`config.mk`:
```
export PLATFORM = sky130hd
export DESIGN_NAME = qoi_frame_sched_flat
export DESIGN_NICKNAME = d
export VERILOG_FILES = /design/src/rtl/qoi_pkg.sv /design/src/rtl/qoi_frame_sched_if.sv /design/src/rtl/qoi_pix_pacer.sv /design/src/rtl/qoi_frame_sched.sv /design/src/flat_wrapper.sv
export SDC_FILE = /design/constraint.sdc
export NUM_CORES = 1
export LEC_CHECK = 0
export ABC_AREA = 1
export BUFFER_PORTS_ARGS = -buffer_cell sky130_fd_sc_hd__buf_2
export CORE_MARGIN = 2
export CORE_UTILIZATION = 50
export CTS_CLUSTER_DIAMETER = 80
export DETAILED_ROUTE_END_ITERATION = 16
export GPL_TIMING_DRIVEN = 0
export PLACE_DENSITY = 0.78
export SETUP_SLACK_MARGIN = 0.15
export SYNTH_ARGS = -nofsm -noshare
export SYNTH_HDL_FRONTEND = slang
export SYNTH_SLANG_ARGS = --single-unit
export TNS_END_PERCENT = 10
```
`constraint.sdc`:
```
create_clock -name clk -period 4 [get_ports clk]
set_input_delay 0.6 -clock clk [delete_from_list [all_inputs] [get_ports clk]]
set_output_delay 0.6 -clock clk [all_outputs]
set_load 0.03 [all_outputs]
```
`src/rtl/qoi_pkg.sv`:
```
// qoi_pkg
// Shared definitions for the QOI capture/encode path: scheduler state
// encoding, pixel width and default frame geometry used by the scheduler,
// the encoder and the line buffer.
package qoi_pkg;

  // Width of one RGB444 pixel.
  localparam int RGB444_W = 12;

  // Default frame geometry.
  localparam int QOI_H_PIXELS = 640;
  localparam int QOI_V_LINES  = 480;

  typedef enum logic [2:0] {
    IDLE,
    ENC_RST,
    WAIT_LINE,
    FEED,
    LINE_END,
    FLUSH
  } sched_state_t;

  // Counter width able to hold 0..n-1, never narrower than one bit.
  function automatic int cnt_w(input int n);
    return (n > 1) ? $clog2(n) : 1;
  endfunction

endpackage

```
`src/rtl/qoi_frame_sched_if.sv`:
```
// qoi_frame_sched_if
// Bundles the line-buffer read port and the encoder control port driven by
// the frame scheduler.
//   line buffer : line_valid (to sched), line_done, pix_rd, pix_addr (from
//                 sched), pix_data (to sched, valid the cycle after pix_rd)
//   encoder     : enc_rgb, enc_en, enc_rst_n, eof_req (from sched),
//                 out_afull (to sched, compressed-stream FIFO almost full)
// Modports: master = scheduler side, slave = line buffer / encoder side.
interface qoi_frame_sched_if #(
  parameter int ADDR_W = 10
);
  import qoi_pkg::*;

  logic                line_valid;
  logic                line_done;
  logic                pix_rd;
  logic [ADDR_W-1:0]   pix_addr;
  logic [RGB444_W-1:0] pix_data;
  logic [RGB444_W-1:0] enc_rgb;
  logic                enc_en;
  logic                enc_rst_n;
  logic                out_afull;
  logic                eof_req;

  modport master (
    input  line_valid, pix_data, out_afull,
    output line_done, pix_rd, pix_addr, enc_rgb, enc_en, enc_rst_n, eof_req
  );

  modport slave (
    output line_valid, pix_data, out_afull,
    input  line_done, pix_rd, pix_addr, enc_rgb, enc_en, enc_rst_n, eof_req
  );

endinterface

```
`src/rtl/qoi_pix_pacer.sv`:
```
// qoi_pix_pacer
// Reads one line out of the line buffer at a fixed cadence and forwards each
// pixel to the encoder.
//   clk, rst   : clock, synchronous active-high reset
//   run        : high while the scheduler is in FEED; low clears the counters
//   out_afull  : downstream FIFO almost full, sampled at phase 0 only
//   pix_data   : line-buffer read data (valid the cycle after pix_rd)
//   pix_rd     : line-buffer read strobe
//   pix_addr   : read address (current pixel index)
//   enc_rgb    : pixel to encoder, held between enc_en pulses
//   enc_en     : one-cycle encoder enable, two cycles after pix_rd
//   line_last  : coincides with the enc_en of the last pixel of the line
module qoi_pix_pacer
  import qoi_pkg::*;
#(
  parameter  int H_PIXELS   = QOI_H_PIXELS,
  parameter  int PIX_PERIOD = 2,
  localparam int ADDR_W     = $clog2(H_PIXELS),
  localparam int PH_W       = cnt_w(PIX_PERIOD)
) (
  input  logic                clk,
  input  logic                rst,
  input  logic                run,
  input  logic                out_afull,
  input  logic [RGB444_W-1:0] pix_data,
  output logic                pix_rd,
  output logic [ADDR_W-1:0]   pix_addr,
  output logic [RGB444_W-1:0] enc_rgb,
  output logic                enc_en,
  output logic                line_last
);

  localparam logic [ADDR_W-1:0] LAST_IDX = ADDR_W'(H_PIXELS - 1);
  localparam logic [PH_W-1:0]   LAST_PH  = PH_W'(PIX_PERIOD - 1);

  logic [PH_W-1:0]     phase_reg, phase_next;
  logic [ADDR_W-1:0]   idx_reg, idx_next;
  logic                all_read_reg, all_read_next;
  logic                is_last_idx;

  // Read -> data -> encoder pipeline.
  logic                rd_d1_reg;
  logic                last_d1_reg;
  logic                enc_en_reg;
  logic                line_last_reg;
  logic [RGB444_W-1:0] enc_rgb_reg;

  always_comb begin
    is_last_idx   = (idx_reg == LAST_IDX);
    // A read is only launched at phase 0; once launched the phase runs on
    // regardless of out_afull, so an issued pixel always completes.
    pix_rd        = run && (phase_reg == '0) && !out_afull && !all_read_reg;
    phase_next    = phase_reg;
    idx_next      = idx_reg;
    all_read_next = all_read_reg;

    if (!run) begin
      phase_next    = '0;
      idx_next      = '0;
      all_read_next = 1'b0;
    end else if (pix_rd) begin
      phase_next = PH_W'(1);
      // Index stops at the last pixel instead of wrapping; the flag
      // blocks further reads until the next line.
      if (is_last_idx) begin
        all_read_next = 1'b1;
      end else begin
        idx_next = idx_reg + ADDR_W'(1);
      end
    end else if (phase_reg != '0) begin
      phase_next = (phase_reg == LAST_PH) ? '0 : phase_reg + PH_W'(1);
    end
  end

  always_ff @(posedge clk) begin
    if (rst) begin
      phase_reg     <= '0;
      idx_reg       <= '0;
      all_read_reg  <= 1'b0;
      rd_d1_reg     <= 1'b0;
      last_d1_reg   <= 1'b0;
      enc_en_reg    <= 1'b0;
      line_last_reg <= 1'b0;
      enc_rgb_reg   <= '0;
    end else begin
      phase_reg     <= phase_next;
      idx_reg       <= idx_next;
      all_read_reg  <= all_read_next;
      rd_d1_reg     <= pix_rd;
      last_d1_reg   <= pix_rd && is_last_idx;
      enc_en_reg    <= rd_d1_reg;
      line_last_reg <= last_d1_reg;
      if (rd_d1_reg) begin
        enc_rgb_reg <= pix_data;
      end
    end
  end

  assign pix_addr  = idx_reg;
  assign enc_rgb   = enc_rgb_reg;
  assign enc_en    = enc_en_reg;
  assign line_last = line_last_reg;

endmodule

```
`src/rtl/qoi_frame_sched.sv`:
```
// qoi_frame_sched
// Frame-level controller that walks the QOI RGB444 encoder through a camera
// frame: encoder reset pulse, line-by-line feeding from the line buffer,
// then an end-of-stream request.
//   clk, rst     : clock, synchronous active-high reset
//   frame_start  : one-cycle start pulse, accepted only in IDLE
//   busy         : high in every state except IDLE
//   line_cnt     : index of the line being encoded
//   frame_cnt    : completed frames, wraps modulo 2^16
//   overrun      : sticky, frame_start seen while busy (cleared by rst only)
//   bus          : line-buffer and encoder signals (master side)
// Parameters: PIX_PERIOD >= 2, ENC_RST_CYCLES >= 1, FLUSH_CYCLES >= 1,
// and the interface ADDR_W must equal $clog2(H_PIXELS).
module qoi_frame_sched
  import qoi_pkg::*;
#(
  parameter int H_PIXELS       = QOI_H_PIXELS,
  parameter int V_LINES        = QOI_V_LINES,
  parameter int PIX_PERIOD     = 2,
  parameter int ENC_RST_CYCLES = 2,
  parameter int FLUSH_CYCLES   = 8
) (
  input  logic                         clk,
  input  logic                         rst,
  input  logic                         frame_start,
  output logic                         busy,
  output logic [$clog2(V_LINES)-1:0]   line_cnt,
  output logic [15:0]                  frame_cnt,
  output logic                         overrun,
  qoi_frame_sched_if.master            bus
);

  localparam int ADDR_W  = $clog2(H_PIXELS);
  localparam int LC_W    = $clog2(V_LINES);
  localparam int TMR_MAX = (ENC_RST_CYCLES > FLUSH_CYCLES) ? ENC_RST_CYCLES : FLUSH_CYCLES;
  localparam int TMR_W   = cnt_w(TMR_MAX);

  localparam logic [LC_W-1:0]  LAST_LINE   = LC_W'(V_LINES - 1);
  localparam logic [TMR_W-1:0] RST_LAST    = TMR_W'(ENC_RST_CYCLES - 1);
  localparam logic [TMR_W-1:0] FLUSH_LAST  = TMR_W'(FLUSH_CYCLES - 1);

  sched_state_t        state_reg, state_next;
  logic [TMR_W-1:0]    tmr_reg, tmr_next;
  logic [LC_W-1:0]     line_cnt_reg, line_cnt_next;
  logic [15:0]         frame_cnt_reg, frame_cnt_next;
  logic                overrun_reg, overrun_next;
  logic                enc_rst_n_reg;

  logic                feed_run;
  logic                line_done;
  logic                eof_req;

  logic                pix_rd;
  logic [ADDR_W-1:0]   pix_addr;
  logic [RGB444_W-1:0] enc_rgb;
  logic                enc_en;
  logic                line_last;

  qoi_pix_pacer #(
    .H_PIXELS   (H_PIXELS),
    .PIX_PERIOD (PIX_PERIOD)
  ) u_pacer (
    .clk       (clk),
    .rst       (rst),
    .run       (feed_run),
    .out_afull (bus.out_afull),
    .pix_data  (bus.pix_data),
    .pix_rd    (pix_rd),
    .pix_addr  (pix_addr),
    .enc_rgb   (enc_rgb),
    .enc_en    (enc_en),
    .line_last (line_last)
  );

  always_comb begin
    state_next     = state_reg;
    tmr_next       = '0;
    line_cnt_next  = line_cnt_reg;
    frame_cnt_next = frame_cnt_reg;
    feed_run       = 1'b0;
    line_done      = 1'b0;
    eof_req        = 1'b0;
    overrun_next   = overrun_reg | (frame_start && (state_reg != IDLE));

    case (state_reg)
      IDLE: begin
        if (frame_start) begin
          state_next    = ENC_RST;
          line_cnt_next = '0;
        end
      end
      ENC_RST: begin
        if (tmr_reg == RST_LAST) begin
          state_next = WAIT_LINE;
        end else begin
          tmr_next = tmr_reg + TMR_W'(1);
        end
      end
      WAIT_LINE: begin
        // Pacer is held cleared here (feed_run low), so each line starts
        // at pixel 0, phase 0.
        if (bus.line_valid) begin
          state_next = FEED;
        end
      end
      FEED: begin
        // line_valid is not looked at: the buffer keeps the line until
        // line_done.
        feed_run = 1'b1;
        if (line_last) begin
          state_next = LINE_END;
        end
      end
      LINE_END: begin
        line_done = 1'b1;
        if (line_cnt_reg == LAST_LINE) begin
          state_next = FLUSH;
        end else begin
          line_cnt_next = line_cnt_reg + LC_W'(1);
          state_next    = WAIT_LINE;
        end
      end
      FLUSH: begin
        // LINE_END plus FLUSH_CYCLES-1 quiet FLUSH cycles give FLUSH_CYCLES
        // idle cycles after the last enc_en; eof_req lands in the next one,
        // FLUSH_CYCLES cycles after line_done.
        if (tmr_reg == FLUSH_LAST) begin
          eof_req        = 1'b1;
          frame_cnt_next = frame_cnt_reg + 16'd1;
          state_next     = IDLE;
        end else begin
          tmr_next = tmr_reg + TMR_W'(1);
        end
      end
      default: begin
        state_next = IDLE;
      end
    endcase
  end

  always_ff @(posedge clk) begin
    if (rst) begin
      state_reg     <= IDLE;
      tmr_reg       <= '0;
      line_cnt_reg  <= '0;
      frame_cnt_reg <= '0;
      overrun_reg   <= 1'b0;
      enc_rst_n_reg <= 1'b0;
    end else begin
      state_reg     <= state_next;
      tmr_reg       <= tmr_next;
      line_cnt_reg  <= line_cnt_next;
      frame_cnt_reg <= frame_cnt_next;
      overrun_reg   <= overrun_next;
      // Registered so the encoder stays in reset while rst is high and is
      // released one cycle after rst falls; low exactly during ENC_RST.
      enc_rst_n_reg <= (state_next != ENC_RST);
    end
  end

  assign busy          = (state_reg != IDLE);
  assign line_cnt      = line_cnt_reg;
  assign frame_cnt     = frame_cnt_reg;
  assign overrun       = overrun_reg;

  assign bus.line_done = line_done;
  assign bus.pix_rd    = pix_rd;
  assign bus.pix_addr  = pix_addr;
  assign bus.enc_rgb   = enc_rgb;
  assign bus.enc_en    = enc_en;
  assign bus.enc_rst_n = enc_rst_n_reg;
  assign bus.eof_req   = eof_req;

endmodule

```
`src/flat_wrapper.sv`:
```
// flat-port wrapper written by rule: the top's interface ports become plain ports
module qoi_frame_sched_flat import qoi_pkg::*;
#(
  parameter int H_PIXELS       = QOI_H_PIXELS,
  parameter int V_LINES        = QOI_V_LINES,
  parameter int PIX_PERIOD     = 2,
  parameter int ENC_RST_CYCLES = 2,
  parameter int FLUSH_CYCLES   = 8
)
  (clk, rst, frame_start, busy, line_cnt, frame_cnt, overrun, bus_line_valid, bus_pix_data, bus_out_afull, bus_line_done, bus_pix_rd, bus_pix_addr, bus_enc_rgb, bus_enc_en, bus_enc_rst_n, bus_eof_req);
  qoi_frame_sched_if bus_i ();
  input  logic clk;
  input  logic rst;
  input  logic frame_start;
  output logic busy;
  output logic [$clog2(V_LINES)-1:0] line_cnt;
  output logic [15:0] frame_cnt;
  output logic overrun;
  input wire logic [$bits(bus_i.line_valid)-1:0] bus_line_valid;
  input wire logic [$bits(bus_i.pix_data)-1:0] bus_pix_data;
  input wire logic [$bits(bus_i.out_afull)-1:0] bus_out_afull;
  output wire logic [$bits(bus_i.line_done)-1:0] bus_line_done;
  output wire logic [$bits(bus_i.pix_rd)-1:0] bus_pix_rd;
  output wire logic [$bits(bus_i.pix_addr)-1:0] bus_pix_addr;
  output wire logic [$bits(bus_i.enc_rgb)-1:0] bus_enc_rgb;
  output wire logic [$bits(bus_i.enc_en)-1:0] bus_enc_en;
  output wire logic [$bits(bus_i.enc_rst_n)-1:0] bus_enc_rst_n;
  output wire logic [$bits(bus_i.eof_req)-1:0] bus_eof_req;
  assign bus_i.line_valid = bus_line_valid;
  assign bus_i.pix_data = bus_pix_data;
  assign bus_i.out_afull = bus_out_afull;
  assign bus_line_done = bus_i.line_done;
  assign bus_pix_rd = bus_i.pix_rd;
  assign bus_pix_addr = bus_i.pix_addr;
  assign bus_enc_rgb = bus_i.enc_rgb;
  assign bus_enc_en = bus_i.enc_en;
  assign bus_enc_rst_n = bus_i.enc_rst_n;
  assign bus_eof_req = bus_i.eof_req;
  qoi_frame_sched #(.H_PIXELS(H_PIXELS), .V_LINES(V_LINES), .PIX_PERIOD(PIX_PERIOD), .ENC_RST_CYCLES(ENC_RST_CYCLES), .FLUSH_CYCLES(FLUSH_CYCLES)) u_core (.clk(clk), .rst(rst), .frame_start(frame_start), .busy(busy), .line_cnt(line_cnt), .frame_cnt(frame_cnt), .overrun(overrun), .bus(bus_i));
endmodule
```
Word level (Yosys, flattened, before mapping)
Cells that the tools add are included.
{ "classes": {"bitwise": 4, "add_sub_neg": 4, "eq_ne": 12, "muxes": 18, "reduce_logical": 15} }
{ "ops": {"columns": ["cell", "n"], "rows": [
  ["$mux 3", 8],
  ["$mux 9", 2],
  ["$pmux 3 s6", 1],
  ["$pmux 9 s2", 1],
  ["$add 16x1->16 const B", 1],
  ["$add 10x1->10 const B", 1],
  ["$eq 10x10->1 const B", 1],
  ["$add 9x1->9 const B", 1],
  ["$eq 3x3->1 const B", 3],
  ["$eq 9x9->1 const B", 1],
  ["$eq 3x1->1 const B", 2],
  ["$eq 3x2->1 const B", 2],
  ["$pmux 3 s2", 1],
  ["$reduce_and 2->1", 3],
  ["$logic_and 1x1->1", 5],
  ["$mux 1", 5],
  ["$ne 2x2->1 const B", 2],
  ["$add 3x1->3 const B", 1],
  ["$logic_not 3->1", 1],
  ["$ne 3x1->1 const B", 1],
  ["$not 1->1", 3],
  ["$reduce_and 3->1", 1],
  ["$reduce_bool 3->1", 1],
  ["$logic_not 1->1", 2],
  ["3 further kinds", 3]
]} }
{ "word_totals": {"in_bits": 17, "wordCells": 67, "register_bits": 61} }

Logic depth before layout (Yosys ltp)
{ "logic_depth": {"word_depth": 6, "depth_mapped": 10, "depth_no_buf": 10} }

Hierarchy
Synthesis repeated with hierarchy kept, for this count alone.
{ "hier_totals": {"hier_cells": 434, "hier_area_um2": 2952.8} }
{ "modules_own_cells": {"columns": ["mod", "cells_each", "n_inst", "area_per_inst_um2"], "rows": [
  ["qoi_frame_sched", 279, 1, 1778.0],
  ["qoi_pix_pacer", 155, 1, 1174.9]
]} }

Worst setup path before layout
OpenSTA, ideal clock, no wires.
{ "synth_path": {"path_type": "register to output", "start": "reg u_core.tmr_reg[0]", "end": "out bus_eof_req", "n_path_buf": 1, "t_arrival_ps": 1181, "path_stages_with_launch": 6, "slack_ps": 2219, "required_ps": 3400, "path_cell_list": "dfxtp_1 > ha_1 > ha_1 > nand3_2 > buf_6 > inv_1"} }
{ "synth_via": {"elab_chain_cells": 3} }
{ "synth_rtl": {"columns": ["item", "line", "rtl"], "rows": [
  ["start, declared", "qoi_frame_sched.sv:43", "logic [TMR_W-1:0] tmr_reg, tmr_next;"],
  ["start signal, assigned", "qoi_frame_sched.sv:151", "tmr_reg <= tmr_next;"],
  ["$eq 3x3->1", "qoi_frame_sched.sv:127", "if (tmr_reg == FLUSH_LAST) begin"],
  ["$mux 1", "qoi_frame_sched.sv:127", null],
  ["$mux 1", "qoi_frame_sched.sv:85", "case (state_reg)"],
  ["end, declared", "flat_wrapper.sv:28", "output wire logic [$bits(bus_i.eof_req)-1:0] bus_eof_req;"]
]} }
Every way passes these cells.

Final worst setup path
Same ends and word-level chain as after synthesis.

==> impl_metrics.env <==
export IMPL_synth_net_count=452
export IMPL_insertedDiodeCount=0
export IMPL_hold_viol_final=0
export IMPL_wl_um=6740
export IMPL_crit_buf_inv=3
export IMPL_drc=0
export IMPL_yosysSeqAreaShare=0.412
export IMPL_crit_chain="ha_1, ha_1, nand3_2, buf_6, inv_1, buf_2"
export IMPL_period_needed_ns=2.34
export IMPL_dp_final_hpwl_um=4880
export IMPL_synth_ff_type="dfxtp_1"
export IMPL_synth_warnings=0
export IMPL_p_leak_nw=1.62
export IMPL_dr_pass1_iters=5
export IMPL_drtIter0Drc=114
export IMPL_postCtsSetupRepairBufs=0
export IMPL_clock_latency_ns=0.34
export IMPL_power_density_nw_per_um2=347
export IMPL_rows=28
export IMPL_final_common_cell="nand2_1"
export IMPL_multiInputGateArea_um2=1500
export IMPL_ios=71
export IMPL_cp_num_cells=6
export IMPL_regToRegStartpoint="u_core.u_pacer.pix_addr[0]"
export IMPL_finalSetupViolCount=0
export IMPL_reg2regPathDepth=9
export IMPL_endpoint="bus_eof_req"
export IMPL_whs_ns=0.409
export IMPL_syn_area_um2=2970
export IMPL_cts_made_buffers=9
export IMPL_clockRootBuffer="clkbuf_8"
export IMPL_final_util=0.622
export IMPL_endpoint_kind="primary output"
export IMPL_clkTransAtPathRegs_ns=0.06
export IMPL_drive_above_1_share=0.232
export IMPL_grt_ovfl_total=0
export IMPL_maxClockFrequency_mhz=427
export IMPL_arrival_ns=1.74
export IMPL_cp_slowest_cell="dfxtp_1"
export IMPL_finalClockSkew_ns=0.0115
export IMPL_synth_cell_type_count=35
export IMPL_cts_sinks=61
export IMPL_grt_max_degree=11
export IMPL_port_buffers=69
export IMPL_clk_path_buf_depth=2
export IMPL_path_common_cell="ha_1"
export IMPL_first_global_vias=2563
export IMPL_seqCellArea_um2=1220
export IMPL_finalNetCount=532
export IMPL_fillers=561
export IMPL_wl_per_cell_um=11.4
export IMPL_coreArea_um2=5820
export IMPL_ir_drop_uv=237
export IMPL_syn_area_per_cell_um2=6.92
export IMPL_grt_pass1_wl_um=11200
export IMPL_slew_violations=0
export IMPL_grt_setup_unrepaired="no"
export IMPL_die_h_um=81.0
export IMPL_mostFrequentLayoutCells="96 x nand2_1, 91 x nor2_1, 70 x buf_2, 61 x dfxtp_1, 45 x inv_1"
export IMPL_critPathMaxFanout=10
export IMPL_status="completed"
export IMPL_hold_start="u_core.u_pacer.last_d1_reg"
export IMPL_fin_crit_sh=0.585
export IMPL_ys_async_sr_fraction=0
export IMPL_largest_reg_flops=16
export IMPL_viasPerCell=4.95
export IMPL_antenna_found_initial=0
export IMPL_cts_tree="done"
export IMPL_initial_core_util=0.510
export IMPL_cp_required_ns=3.40
export IMPL_post_cts_resized=0
export IMPL_synth_edf_count=0
export IMPL_max_cap_violations=0
export IMPL_critPathKind="flip-flop to primary output"
export IMPL_gp_congestion=0.863
export IMPL_dieWidth_um=81.0
export IMPL_vias=2918
export IMPL_hold_path_class="flip-flop to flip-flop"
export IMPL_r2r_end="u_core.u_pacer.pix_addr[2]"
export IMPL_crit_start="u_core.tmr_reg[0]"
export IMPL_cp_start_kind="flip-flop"
export IMPL_synthCells=429
export IMPL_ant_nets=0
export IMPL_finalPower_mw=1.25
export IMPL_synth_seq_cells=61
export IMPL_grtUsageTotal=0.220
export IMPL_die_area_um2=6570
export IMPL_fin_area_um2=3620
export IMPL_cts_hold_buf=0
export IMPL_htree_levels=3
export IMPL_cp_slowest_stage_delay_ns=0.36
export IMPL_fin_tns_setup_ns=0
export IMPL_placed_area_um2=3410
export IMPL_area_growth_pct=21.9
export IMPL_worst_slew_pin_slew_ns=0.574
export IMPL_slew_headroom=0.617
export IMPL_ff2ff_setup_slack_ns=2.28
export IMPL_cp_top_family="buffers and inverters"
[worst min-delay path by stage]
stage | end | slack, ns | depth (start not counted)
floorplan | u_core.u_pacer.line_last | 0.39 | 2
global placement | u_core.u_pacer.line_last | 0.39 | 2
detailed placement | u_core.u_pacer.line_last | 0.40 | 2
CTS | u_core.u_pacer.line_last | 0.41 | 2
global route | u_core.u_pacer.line_last | 0.43 | 2
finish | u_core.u_pacer.line_last | 0.41 | 2
[cell families (layout without fill, tap and decap cells)]
group / Yosys count / in the layout / synth area share
compound gates: 62 / 62 / 0.113
xor+xnor: 5 / 5 / 0.0148
fa+ha+maj: 6 / 6 / 0.0253
buf+inv: 58 / 143 / 0.0839
flops: 61 / 61 / 0.412
simple gates: 237 / 237 / 0.351
[metal layers]
layer	up-vias	share of wire	GRT usage
met5	-	0	0
met4	0	0.019	0.110
met3	11	0.056	0.0478
met2	85	0.47	0.364
met1	1302	0.45	0.269
li1	1520	-	-
[per-stage QoR]
step / std cells / setup slack [ns]
floorplan: 429 / 2.22
global placement: 573 / 2.01
detailed placement: 573 / 2.00
CTS: 589 / 1.63
global route: 589 / 1.54
finish: 589 / 1.66
[worst reg2reg max path, cell delays in order, from the launching register on]
cell and delay [ns]:
dfxtp_1 0.44, ha_1 0.27, nand3_1 0.14, nor2_4 0.13
nand2_1 0.11, nand2_4 0.15, inv_4 0.05, buf_8 0.13
a21oi_1 0.14, nor2_1 0.05
[synthesized netlist by cell type, types with 2 or more instances]
master / number / area [µm²]
nand3_1: 16 / 80.1
nor2_4: 3 / 33.8
nand3_2: 3 / 30.0
ha_1: 6 / 75.1
buf_6: 2 / 22.5
dfxtp_1: 61 / 1220
nor3_2: 2 / 20.0
nor2_1: 91 / 342
nand2_1: 96 / 360
o21ai_0: 30 / 150
clkbuf_1: 5 / 18.8
a21oi_2: 5 / 43.8
nand4_1: 6 / 37.5
xnor2_1: 2 / 17.5
inv_1: 45 / 169
nor3_1: 3 / 15.0
nand2_2: 8 / 50.1
xor2_1: 3 / 26.3
a21oi_1: 23 / 115
nor2_2: 4 / 25.0
[power breakdown]
part / switching, mW / internal, mW / total, mW
combinational: 0.0412 / 0.0202 / 0.0614
sequential: 0.00374 / 0.612 / 0.616
clock: 0.238 / 0.338 / 0.576
[final cells by class]
type,count,share of cell area
repair buffers,69,0.0955
clock buffers,13,0.0467
clock inverters,3,0.0118
plain buffers,10,0.0180
inverters,48,0.0508
multi-input cells,310,0.414
flip-flops and latches,61,0.338
well taps,75,0.0259
No activity file was read; power rests on OpenSTA's default activity.
